==> src/rtl/arm_ctrl_pkg.sv <==
// Shared encodings for the multicycle ARM control unit: the main FSM state
// enum, the datapath mux-select constants and the instruction-class opcodes.
package arm_ctrl_pkg;

  typedef enum logic [3:0] {
    FETCH    = 4'd0,
    DECODE   = 4'd1,
    MEMADR   = 4'd2,
    MEMREAD  = 4'd3,
    MEMWB    = 4'd4,
    MEMWRITE = 4'd5,
    EXECUTER = 4'd6,
    EXECUTEI = 4'd7,
    ALUWB    = 4'd8,
    BRANCH   = 4'd9
  } state_t;

  localparam logic       ADR_PC        = 1'b0;
  localparam logic       ADR_ALUOUT    = 1'b1;

  localparam logic [1:0] SRCB_REG      = 2'b00;
  localparam logic [1:0] SRCB_IMM      = 2'b01;
  localparam logic [1:0] SRCB_FOUR     = 2'b10;

  localparam logic [1:0] RES_ALUOUT    = 2'b00;
  localparam logic [1:0] RES_DATA      = 2'b01;
  localparam logic [1:0] RES_ALURESULT = 2'b10;

  localparam logic [1:0] OP_DP         = 2'b00;
  localparam logic [1:0] OP_MEM        = 2'b01;
  localparam logic [1:0] OP_BR         = 2'b10;
  localparam logic [1:0] OP_UNDEF      = 2'b11;

endpackage

==> src/rtl/arm_fsm_outdec.sv <==
// Moore output decode for the main control FSM; reset masks every strobe and
// parks the selects at their FETCH values.
module arm_fsm_outdec
  import arm_ctrl_pkg::*;
(
  input  logic [3:0] i_state,
  input  logic [1:0] i_op,
  input  logic       i_mem_ready,
  input  logic       i_reset,
  output logic       o_mem_req,
  output logic       o_ir_write,
  output logic       o_next_pc,
  output logic       o_reg_w,
  output logic       o_mem_w,
  output logic       o_branch,
  output logic       o_adr_src,
  output logic       o_alu_src_a,
  output logic [1:0] o_alu_src_b,
  output logic [1:0] o_result_src,
  output logic       o_alu_op,
  output logic       o_illegal_op
);

  always_comb begin
    o_mem_req    = 1'b0;
    o_ir_write   = 1'b0;
    o_next_pc    = 1'b0;
    o_reg_w      = 1'b0;
    o_mem_w      = 1'b0;
    o_branch     = 1'b0;
    o_adr_src    = ADR_PC;
    o_alu_src_a  = 1'b0;
    o_alu_src_b  = SRCB_REG;
    o_result_src = RES_ALUOUT;
    o_alu_op     = 1'b0;
    o_illegal_op = 1'b0;

    case (i_state)
      FETCH: begin
        o_mem_req    = 1'b1;
        o_alu_src_a  = 1'b1;
        o_alu_src_b  = SRCB_FOUR;
        o_result_src = RES_ALURESULT;
        o_ir_write   = i_mem_ready;
        o_next_pc    = i_mem_ready;
      end
      DECODE: begin
        o_alu_src_a  = 1'b1;
        o_alu_src_b  = SRCB_FOUR;
        o_result_src = RES_ALURESULT;
        o_illegal_op = (i_op == OP_UNDEF);
      end
      MEMADR: o_alu_src_b = SRCB_IMM;
      MEMREAD: begin
        o_mem_req = 1'b1;
        o_adr_src = ADR_ALUOUT;
      end
      MEMWB: begin
        o_result_src = RES_DATA;
        o_reg_w      = 1'b1;
      end
      MEMWRITE: begin
        o_mem_req = 1'b1;
        o_mem_w   = 1'b1;
        o_adr_src = ADR_ALUOUT;
      end
      EXECUTER: o_alu_op = 1'b1;
      EXECUTEI: begin
        o_alu_src_b = SRCB_IMM;
        o_alu_op    = 1'b1;
      end
      ALUWB: o_reg_w = 1'b1;
      BRANCH: begin
        o_alu_src_b  = SRCB_IMM;
        o_result_src = RES_ALURESULT;
        o_branch     = 1'b1;
      end
      default: ;
    endcase

    // Reset overrides the decoded state so nothing is written while held.
    if (i_reset) begin
      o_mem_req    = 1'b0;
      o_ir_write   = 1'b0;
      o_next_pc    = 1'b0;
      o_reg_w      = 1'b0;
      o_mem_w      = 1'b0;
      o_branch     = 1'b0;
      o_illegal_op = 1'b0;
      o_adr_src    = ADR_PC;
      o_alu_src_a  = 1'b1;
      o_alu_src_b  = SRCB_FOUR;
      o_result_src = RES_ALURESULT;
      o_alu_op     = 1'b0;
    end
  end

endmodule

==> src/rtl/arm_main_fsm.sv <==
// Multicycle ARM main controller: state register and next-state logic, with
// per-state outputs delegated to arm_fsm_outdec.
module arm_main_fsm
  import arm_ctrl_pkg::*;
(
  input  logic       Clk,
  input  logic       Reset,
  input  logic [1:0] Op,
  input  logic [5:0] Funct,
  input  logic       MemReady,
  output logic       MemReq,
  output logic       IRWrite,
  output logic       NextPC,
  output logic       RegW,
  output logic       MemW,
  output logic       Branch,
  output logic       AdrSrc,
  output logic       ALUSrcA,
  output logic [1:0] ALUSrcB,
  output logic [1:0] ResultSrc,
  output logic       ALUOp,
  output logic       IllegalOp,
  output logic [3:0] State
);

  state_t r_state;
  state_t w_next;
  logic   w_imm;
  logic   w_load;

  assign w_imm  = Funct[5];
  assign w_load = Funct[0];

  always_ff @(posedge Clk) begin
    if (Reset) r_state <= FETCH;
    else       r_state <= w_next;
  end

  always_comb begin
    w_next = FETCH;
    case (r_state)
      FETCH:    w_next = MemReady ? DECODE : FETCH;
      DECODE: begin
        case (Op)
          OP_MEM:  w_next = MEMADR;
          OP_DP:   w_next = w_imm ? EXECUTEI : EXECUTER;
          OP_BR:   w_next = BRANCH;
          default: w_next = FETCH;
        endcase
      end
      MEMADR:   w_next = w_load ? MEMREAD : MEMWRITE;
      MEMREAD:  w_next = MemReady ? MEMWB : MEMREAD;
      MEMWRITE: w_next = MemReady ? FETCH : MEMWRITE;
      EXECUTER: w_next = ALUWB;
      EXECUTEI: w_next = ALUWB;
      default:  w_next = FETCH;
    endcase
  end

  assign State = r_state;

  arm_fsm_outdec u_outdec (
    .i_state      (r_state),
    .i_op         (Op),
    .i_mem_ready  (MemReady),
    .i_reset      (Reset),
    .o_mem_req    (MemReq),
    .o_ir_write   (IRWrite),
    .o_next_pc    (NextPC),
    .o_reg_w      (RegW),
    .o_mem_w      (MemW),
    .o_branch     (Branch),
    .o_adr_src    (AdrSrc),
    .o_alu_src_a  (ALUSrcA),
    .o_alu_src_b  (ALUSrcB),
    .o_result_src (ResultSrc),
    .o_alu_op     (ALUOp),
    .o_illegal_op (IllegalOp)
  );

endmodule

==> config.mk <==
export PLATFORM = sky130hd
export DESIGN_NAME = arm_main_fsm
export DESIGN_NICKNAME = d
export VERILOG_FILES = /design/src/rtl/arm_ctrl_pkg.sv /design/src/rtl/arm_fsm_outdec.sv /design/src/rtl/arm_main_fsm.sv
export SDC_FILE = /design/constraint.sdc
export NUM_CORES = 1
export LEC_CHECK = 0
export ABC_CLOCK_PERIOD_IN_PS = 2300
export BUFFER_PORTS_ARGS = -buffer_cell sky130_fd_sc_hd__buf_2
export CAP_MARGIN = 25
export CELL_PAD_IN_SITES_DETAIL_PLACEMENT = 1
export CELL_PAD_IN_SITES_GLOBAL_PLACEMENT = 1
export CORE_MARGIN = 2
export CORE_UTILIZATION = 29
export DETAILED_ROUTE_END_ITERATION = 10
export PLACE_DENSITY_LB_ADDON = 0.1
export SLEW_MARGIN = 20
export SYNTH_ARGS = -nofsm -noshare
export SYNTH_HDL_FRONTEND = slang
export SYNTH_SLANG_ARGS = --single-unit
export TNS_END_PERCENT = 20
==> constraint.sdc <==
create_clock -name Clk -period 2.3 [get_ports Clk]
set_input_delay 0.115 -clock Clk [delete_from_list [all_inputs] [get_ports Clk]]
set_output_delay 0.115 -clock Clk [all_outputs]
set_load 0.1 [all_outputs]
==> results.md, run 1 <==
- R2r endpoint: State[0]
- Number of diodes: 0
- Worst Path Max Fanout: 21
- Root Buffer: clkbuf_4
- Max VDD drop: 211 µV
- Ys Warns: 0
- Drt first pass iters: 2
- DIE WIDTH: 44.6 µm
- Pins over their slew limit: 0
- Post-Route WL: between 1 and 1.5 mm
- Multi-input logic area: 414 µm²
- LEAKAGE: 0.276 nW
- CTS clock-pin slew for the worst setup and hold paths: 0.04 ns
- Hold Path Cell Cnt: 3
- Sw frac: a little over half
- Finished Layout Cells: 101
- Layout cells sized above 1: 50.6%
- Hold-fix buffers at CTS: 0
- Critical path type: register to primary output
- Delay-heaviest family, CP: simple AND/OR/NAND/NOR gates
- Die height: ~45 µm
- Resize count post-CTS: 0
- Core footprint: between 1500 and 2000 µm²
- Critical Path Sink Type: primary output
- Initial DRC count: 4
- H-tree levels: 1
- Unrepaired setup endpoints after global routing: no
- GR Util All Layers: 15.6%
- IO Count: 29
- Largest net degree at the start of global routing: 24
- First-pass GRT wire length: 2.25 mm
- Data arrival, critical path: about 1.9 ns
- Row count: 14
- Flops & latches, synth: 4
- Sw Pwr: 0.195 mW
- Syn_area_per_cell: between 7 and 8 µm²
- CP Launch Type: register
- Hold Slack: 0.200 ns
- Yosys cell types: 29
- Outcome: completed
- Nets: 97
- Num Clock Sinks: 4
- Pwr/cell area: 552 nW/µm²
- DP Worst Slack: about 0.54 ns
- Clk_lat worst skew: 0.24 ns
- Crit Reg-Reg Startpoint: State[1]
- Placed Cells: 97
- Count of input and output buffers: 24
- Post-DR vias/cell: 5.35
- Crit path largest cell delay: approximately 0.43 ns
- Slew headroom: 67.8%
- Fill cells: just under 200
- ANT nets after route: 0
- FF-to-FF path depth: 3
- Initial antenna violation count: 0
- Starting Density: between 30% and 40%
- Period minus WS final: 2.01 ns
- Reg area: around 93 µm²
- Hold EP: State[3]
- Hpwl dp: about 960 µm
- Max clock buf depth: 2
- Combinational Power Share: 48.7%
- Slowest cell on the critical path: buf_2
- Synthesis-to-finish area growth: 40.8%
- Part of the Yosys area used for sequential elements: 16.8%
- PnR worst setup slack: 0.294 ns
- CP required: about 2.2 ns
- Hold Fails Final Rpt: 0
- Final Util: 44.2%
- Vias in the first global route: about 510
- Post-DR wirelength/cell: 13.6 µm
- Internal power: between 0.15 and 0.2 mW
- Critical path, cell by cell: or2_4, or3b_1, a21oi_2, buf_2
- Fin crit share: 87.2%
- Power share of the sequential group: 25.8%
- Synth Flop Type: dfxtp_1
- Hold_sp: Op[0]
- Async SR Flop Fraction: 0%
- Mapped Cells: 67
- Via Count: 540
- CTS buffer count: 3
- Final setup fails: 0
- Post-Syn Area: ~480 µm²
- DRC viols: 0
- Clock power frac: between 20% and 30%
- Min-delay worst type: input port to register
- Grt ovf: 0
- Crit path buffers/inverters: 1
- DIE AREA: 1990 µm²
- Syn Nets: 78
- Final GP Congestion: 0.699
- Worst-Margin Slew: 0.483 ns
- Worst clock skew: about 0.0081 ns
- CTS tree: yes
- Fmax: 499 MHz
- Post-CTS setup buffer count: 0
- MaxCap Viol Count: 0
- R2r setup slk: 0.81 ns
- EDFF count, synth: 0
- Max FFs per register: 4
==> tightest hold or removal path: stages <==
cell      delay [ns]
buf_2           0.11
nand4b_1        0.11
a21oi_1         0.06
==> worst max-delay path by stage <==
stage / startpoint / endpoint / slack (ns) / cells after the start
floorplan: State[3] / NextPC / -0.14 / 5
global placement: State[2] / ALUSrcB[0] / 0.55 / 4
detailed placement: State[2] / ALUSrcB[0] / 0.54 / 4
CTS: State[2] / ALUSrcB[0] / 0.28 / 4
global route: State[2] / ALUSrcB[0] / 0.25 / 4
finish: State[2] / ALUSrcB[0] / 0.29 / 4
==> power by group through the flow <==
stage / combinational, mW / clock (mW) / sequential, mW
after floorplan: 0.154 / 0 / 0.105
after global placement: 0.180 / 0 / 0.0971
after detailed placement: 0.182 / 0 / 0.0974
after CTS: 0.182 / 0.0994 / 0.0962
after global routing: 0.190 / 0.0999 / 0.0991
final: 0.181 / 0.0948 / 0.0957
==> routing by layer <==
layer	vias up	global-route usage (%)	wire (µm)
li1	272	-	-
met1	256	18.0	651
met2	12	26.7	672
met3	0	2.45	48
met4	0	9.09	0
met5	-	0	0
==> cells in the final DEF, fill, tap and decap left out, types with 2 or more instances in the layout <==
cell type,n
nand2_1,3
nor4_4,3
nor2_2,2
nand2b_1,3
dfxtp_4,3
and3_1,2
clkbuf_4,3
buf_2,24
or2_4,2
and3b_1,2
nor3_1,3
nor3b_1,3
o21ai_0,2
nor2_1,5
a21oi_1,6
==> logic make-up (layout without fill, tap and decap cells) <==
| logic type | count (synthesis) | count (layout) | share of synthesized area, % |
|---|---|---|---|
| xor+xnor | 2 | 2 | 3.67 |
| simple gates | 38 | 38 | 49.2 |
| mux | 1 | 1 | 2.09 |
| compound gates | 12 | 12 | 14.4 |
| buf+inv | 10 | 28 | 13.9 |
| flops | 4 | 4 | 16.8 |
==> cell usage after synthesis, types with 2 or more instances <==
cell type  number  share of area (%)
and3_1          2                2.6
o21ai_0         2                2.1
nor4b_1         2                3.7
or2_2           2                2.6
buf_2           2                2.1
nor2_1          7                5.5
and3b_1         2                3.7
buf_6           2                4.7
clkbuf_1        3                2.4
buf_4           3                4.7
nor3b_1         3                4.7
nand2b_1        3                3.9
dfxtp_1         4                 17
nand2_1         3                2.4
nor4_1          4                5.2
a21oi_1         7                7.3
nor3_1          4                4.2
==> per-stage QoR <==
step	area [µm²]	total power, mW	setup TNS [ns]
after floorplan	588	0.259	-0.143
after detailed placement	647	0.279	0
final	673	0.372	0
after global placement	647	0.278	0
after global routing	673	0.389	0
after CTS	673	0.378	0
==> layout make-up <==
class	instances	area share, %
clock buffers	4	3.90
multi-input cells	53	61.5
flip-flops and latches	4	13.8
well taps	16	2.97
repair buffers	24	17.8
(Power assumes the default switching activity.)
==> inputs of run 2 (changes only) <==
--- a/config.mk
+++ b/config.mk
@@ -5,13 +5,14 @@
 export SDC_FILE = /design/constraint.sdc
 export NUM_CORES = 1
 export LEC_CHECK = 0
+export ABC_AREA = 1
 export ABC_CLOCK_PERIOD_IN_PS = 2300
 export BUFFER_PORTS_ARGS = -buffer_cell sky130_fd_sc_hd__buf_2
 export CAP_MARGIN = 25
 export CELL_PAD_IN_SITES_DETAIL_PLACEMENT = 1
 export CELL_PAD_IN_SITES_GLOBAL_PLACEMENT = 1
 export CORE_MARGIN = 2
-export CORE_UTILIZATION = 29
+export CORE_UTILIZATION = 25
 export DETAILED_ROUTE_END_ITERATION = 10
 export PLACE_DENSITY_LB_ADDON = 0.1
 export SLEW_MARGIN = 20
==> results.md, run 2 <==
- Pins over their slew limit: 0
- Crit Reg-Reg Startpoint: State[1]
- Row count: 14
- Met1 Resource Use GR: 15.6%
- Met3 Use GR: between 2 and 2.5%
- Min-delay worst type: input port to register
- Most frequent cells in the layout: 24 x buf_2, 18 x nand2_1, 11 x inv_1, 10 x nor2_1, 10 x nand3_1
- Area fraction in compound gates after synthesis: a little over a tenth
- Vias in the first global route: 531
- Hold_sp: Op[1]
- Post-CTS setup buffer count: 0
- Most Crowded Layer GR: met2
- ANT nets after route: 0
- Data arrival, critical path: 1.64 ns
- Worst clock skew: 0.00103 ns
- CP Launch Type: register
- Async SR Flop Fraction: 0%
- Placed cell areas: 599 µm²
- Hold-fix buffers at CTS: 0
- Unrepaired setup endpoints after global routing: no
- Hold Path Cell Cnt: 3
- Adder-Cell Fraction of Synth Area: 0%
- LEAKAGE: 0.349 nW
- Post-DR vias/cell: approximately 4.7
- Worst Path Max Fanout: 9
- DIE AREA: 1960 µm²
- Layout cells sized above 1: 48.5%
- IO Count: 29
- Nets: roughly 110
- Crit path largest cell delay: 0.45 ns
- Crit path buffers/inverters: 1
- Initial antenna violation count: 0
- Post-DR wirelength/cell: 11.0 µm
- Tot Pwr: 0.372 mW
- Largest family of logic cells by synthesized area: simple AND/OR/NAND/NOR gates
- Synth Flop Type: dfxtp_1
- Final Util: 41.3%
- Critical path type: register to primary output
- CTS tree: yes
- Synthesis-to-finish area growth: 53.4%
- Resize count post-CTS: 0
- EDFF count, synth: 0
- Hold Fails Final Rpt: 0
- CTS buffer count: 3
- Initial DRC count: 3
- Slew headroom: 67.6%
- DIE WIDTH: 44.3 µm
- R2r endpoint: State[2]
- Commonest non-fill, non-tap cell in the layout: buf_2
- Syn_area_per_cell: roughly 5.4 µm²
- Xor/xnor share of the synthesized area: 0%
- Slowest cell on the critical path: buf_2
- Final setup fails: 0
- Worst-Margin Slew: 0.489 ns
- Pwr/cell area: around 600 nW/µm²
- Total negative slack: 0 ns
- Max VDD drop: 226 µV
- Post-synth top area share: between 10% and 20%
- Mux share of post-synthesis cell area: 0%
- Fin crit share: 76.4%
- Hpwl dp: 1.08 mm
- Synth Area in Simple Gates: 50.9%
- Starting Density: 26.9%
- Syn Nets: 86
- GR Util All Layers: 14.6%
- Flops & latches, synth: 4
- Root Buffer: clkbuf_4
- Part of the Yosys area used for sequential elements: 19.8%
- Max FFs per register: 4
- Core footprint: approximately 1500 µm²
- Final GP Congestion: 0.686
- Synth top cells by count: 18 x nand2_1, 13 x nor2_1, 11 x inv_1
- DRC viols: 0
- Post-Syn Area: 405 µm²
- Via Count: between 500 and 600
- Count of input and output buffers: 24
- Largest net degree at the start of global routing: 14
- Ys Warns: 0
- Yosys cell types: 17
- Clk_lat worst skew: ~0.23 ns
- First-pass GRT wire length: 2.15 mm
- Fmax: roughly 570 MHz
- Hold EP: State[3]
- Grt ovf: 0
- Num Clock Sinks: 4
- MaxCap Viol Count: 0
- Met2 track demand over resource: between 20% and 30%
- CTS clock-pin slew for the worst setup and hold paths: 0.04 ns
- Fin area: 622 µm²
- FF-to-FF path depth: 6
- R2r setup slk: 1.27 ns
- Drt first pass iters: 2
- Most frequent cell after synthesis: nand2_1
- Period minus WS final: 1.76 ns
- CP required: ~2.2 ns
- Max clock buf depth: 2
- Mapped Cells: 75
- Outcome: completed
- Synth area leaders: dfxtp_1 20%, nand2_1 17%, nand3_1 12%
- Critical Path Sink Type: primary output
- Synth area leader: dfxtp_1
- Number of diodes: 0
- Post-Route WL: 1.26 mm
- Delay-heaviest family, CP: simple AND/OR/NAND/NOR gates
- Critical path, cell by cell: nor2_4, nand2_1, nor3_4, buf_2
- Die height: 44.3 µm
- H-tree levels: 1
[run 2: cell count changes after synthesis, moves of 4 or more]
cell     previous run  this run
nor2_1              7        13
inv_2               0         4
nand2_1             3        18
nand3_1             0        10
inv_1               0        11
a21oi_1             7         2
[run 2: worst reg2reg max path, stage by stage (launching register included)]
cell     delay (ns)
dfxtp_2        0.39
inv_2          0.06
nor2_1         0.19
nand3_1        0.10
nand3_1        0.11
nor2_1         0.05
nor2_1         0.07
[run 2: worst max-delay path by stage]
stage	slack, ns	cells after the start	start	end
final	0.54	4	State[3]	IRWrite
after global placement	0.80	7	State[0]	ALUSrcB[0]
after global routing	0.42	7	State[0]	ALUSrcB[0]
after CTS	0.52	4	State[3]	IRWrite
after floorplan	0.02	4	State[3]	NextPC
after detailed placement	0.78	4	State[3]	IRWrite
[run 2: area by class of cell]
cell class                      instances  area, µm²
Sequential cell                         4       85.1
Fill cell                             212        885
Multi-Input combinational cell         53        318
Clock buffer                            3       22.5
Inverter                               15       56.3
Tap cell                               16       20.0
Timing Repair Buffer                   24        120
[run 2: report_power, final]
part,internal [mW],leakage (nW),switching [mW]
clock network,0.0585,0.0138,0.0308
registers,0.0749,0.0344,0.00675
logic,0.0343,0.301,0.167
[run 2: cells by family (layout without fill, tap and decap cells)]
group | after synthesis | count (layout)
simple gates | 47 | 47
compound gates | 6 | 6
buf+inv | 18 | 42
flops | 4 | 4
[run 2: per-stage QoR]
step	setup WS, ns	hold slack [ns]	cells
final	0.542	0.176	115
after global routing	0.419	0.199	115
after CTS	0.517	0.170	115
after detailed placement	0.781	0.424	112
after global placement	0.800	0.418	112
after floorplan	0.0171	0.268	75
[run 2: layer usage]
metal | routed length (µm) | share of wire [%]
met1 | 540 | 43
met2 | 657 | 52
met3 | 66 | 5.2
met4 | 0 | 0
met5 | 0 | 0
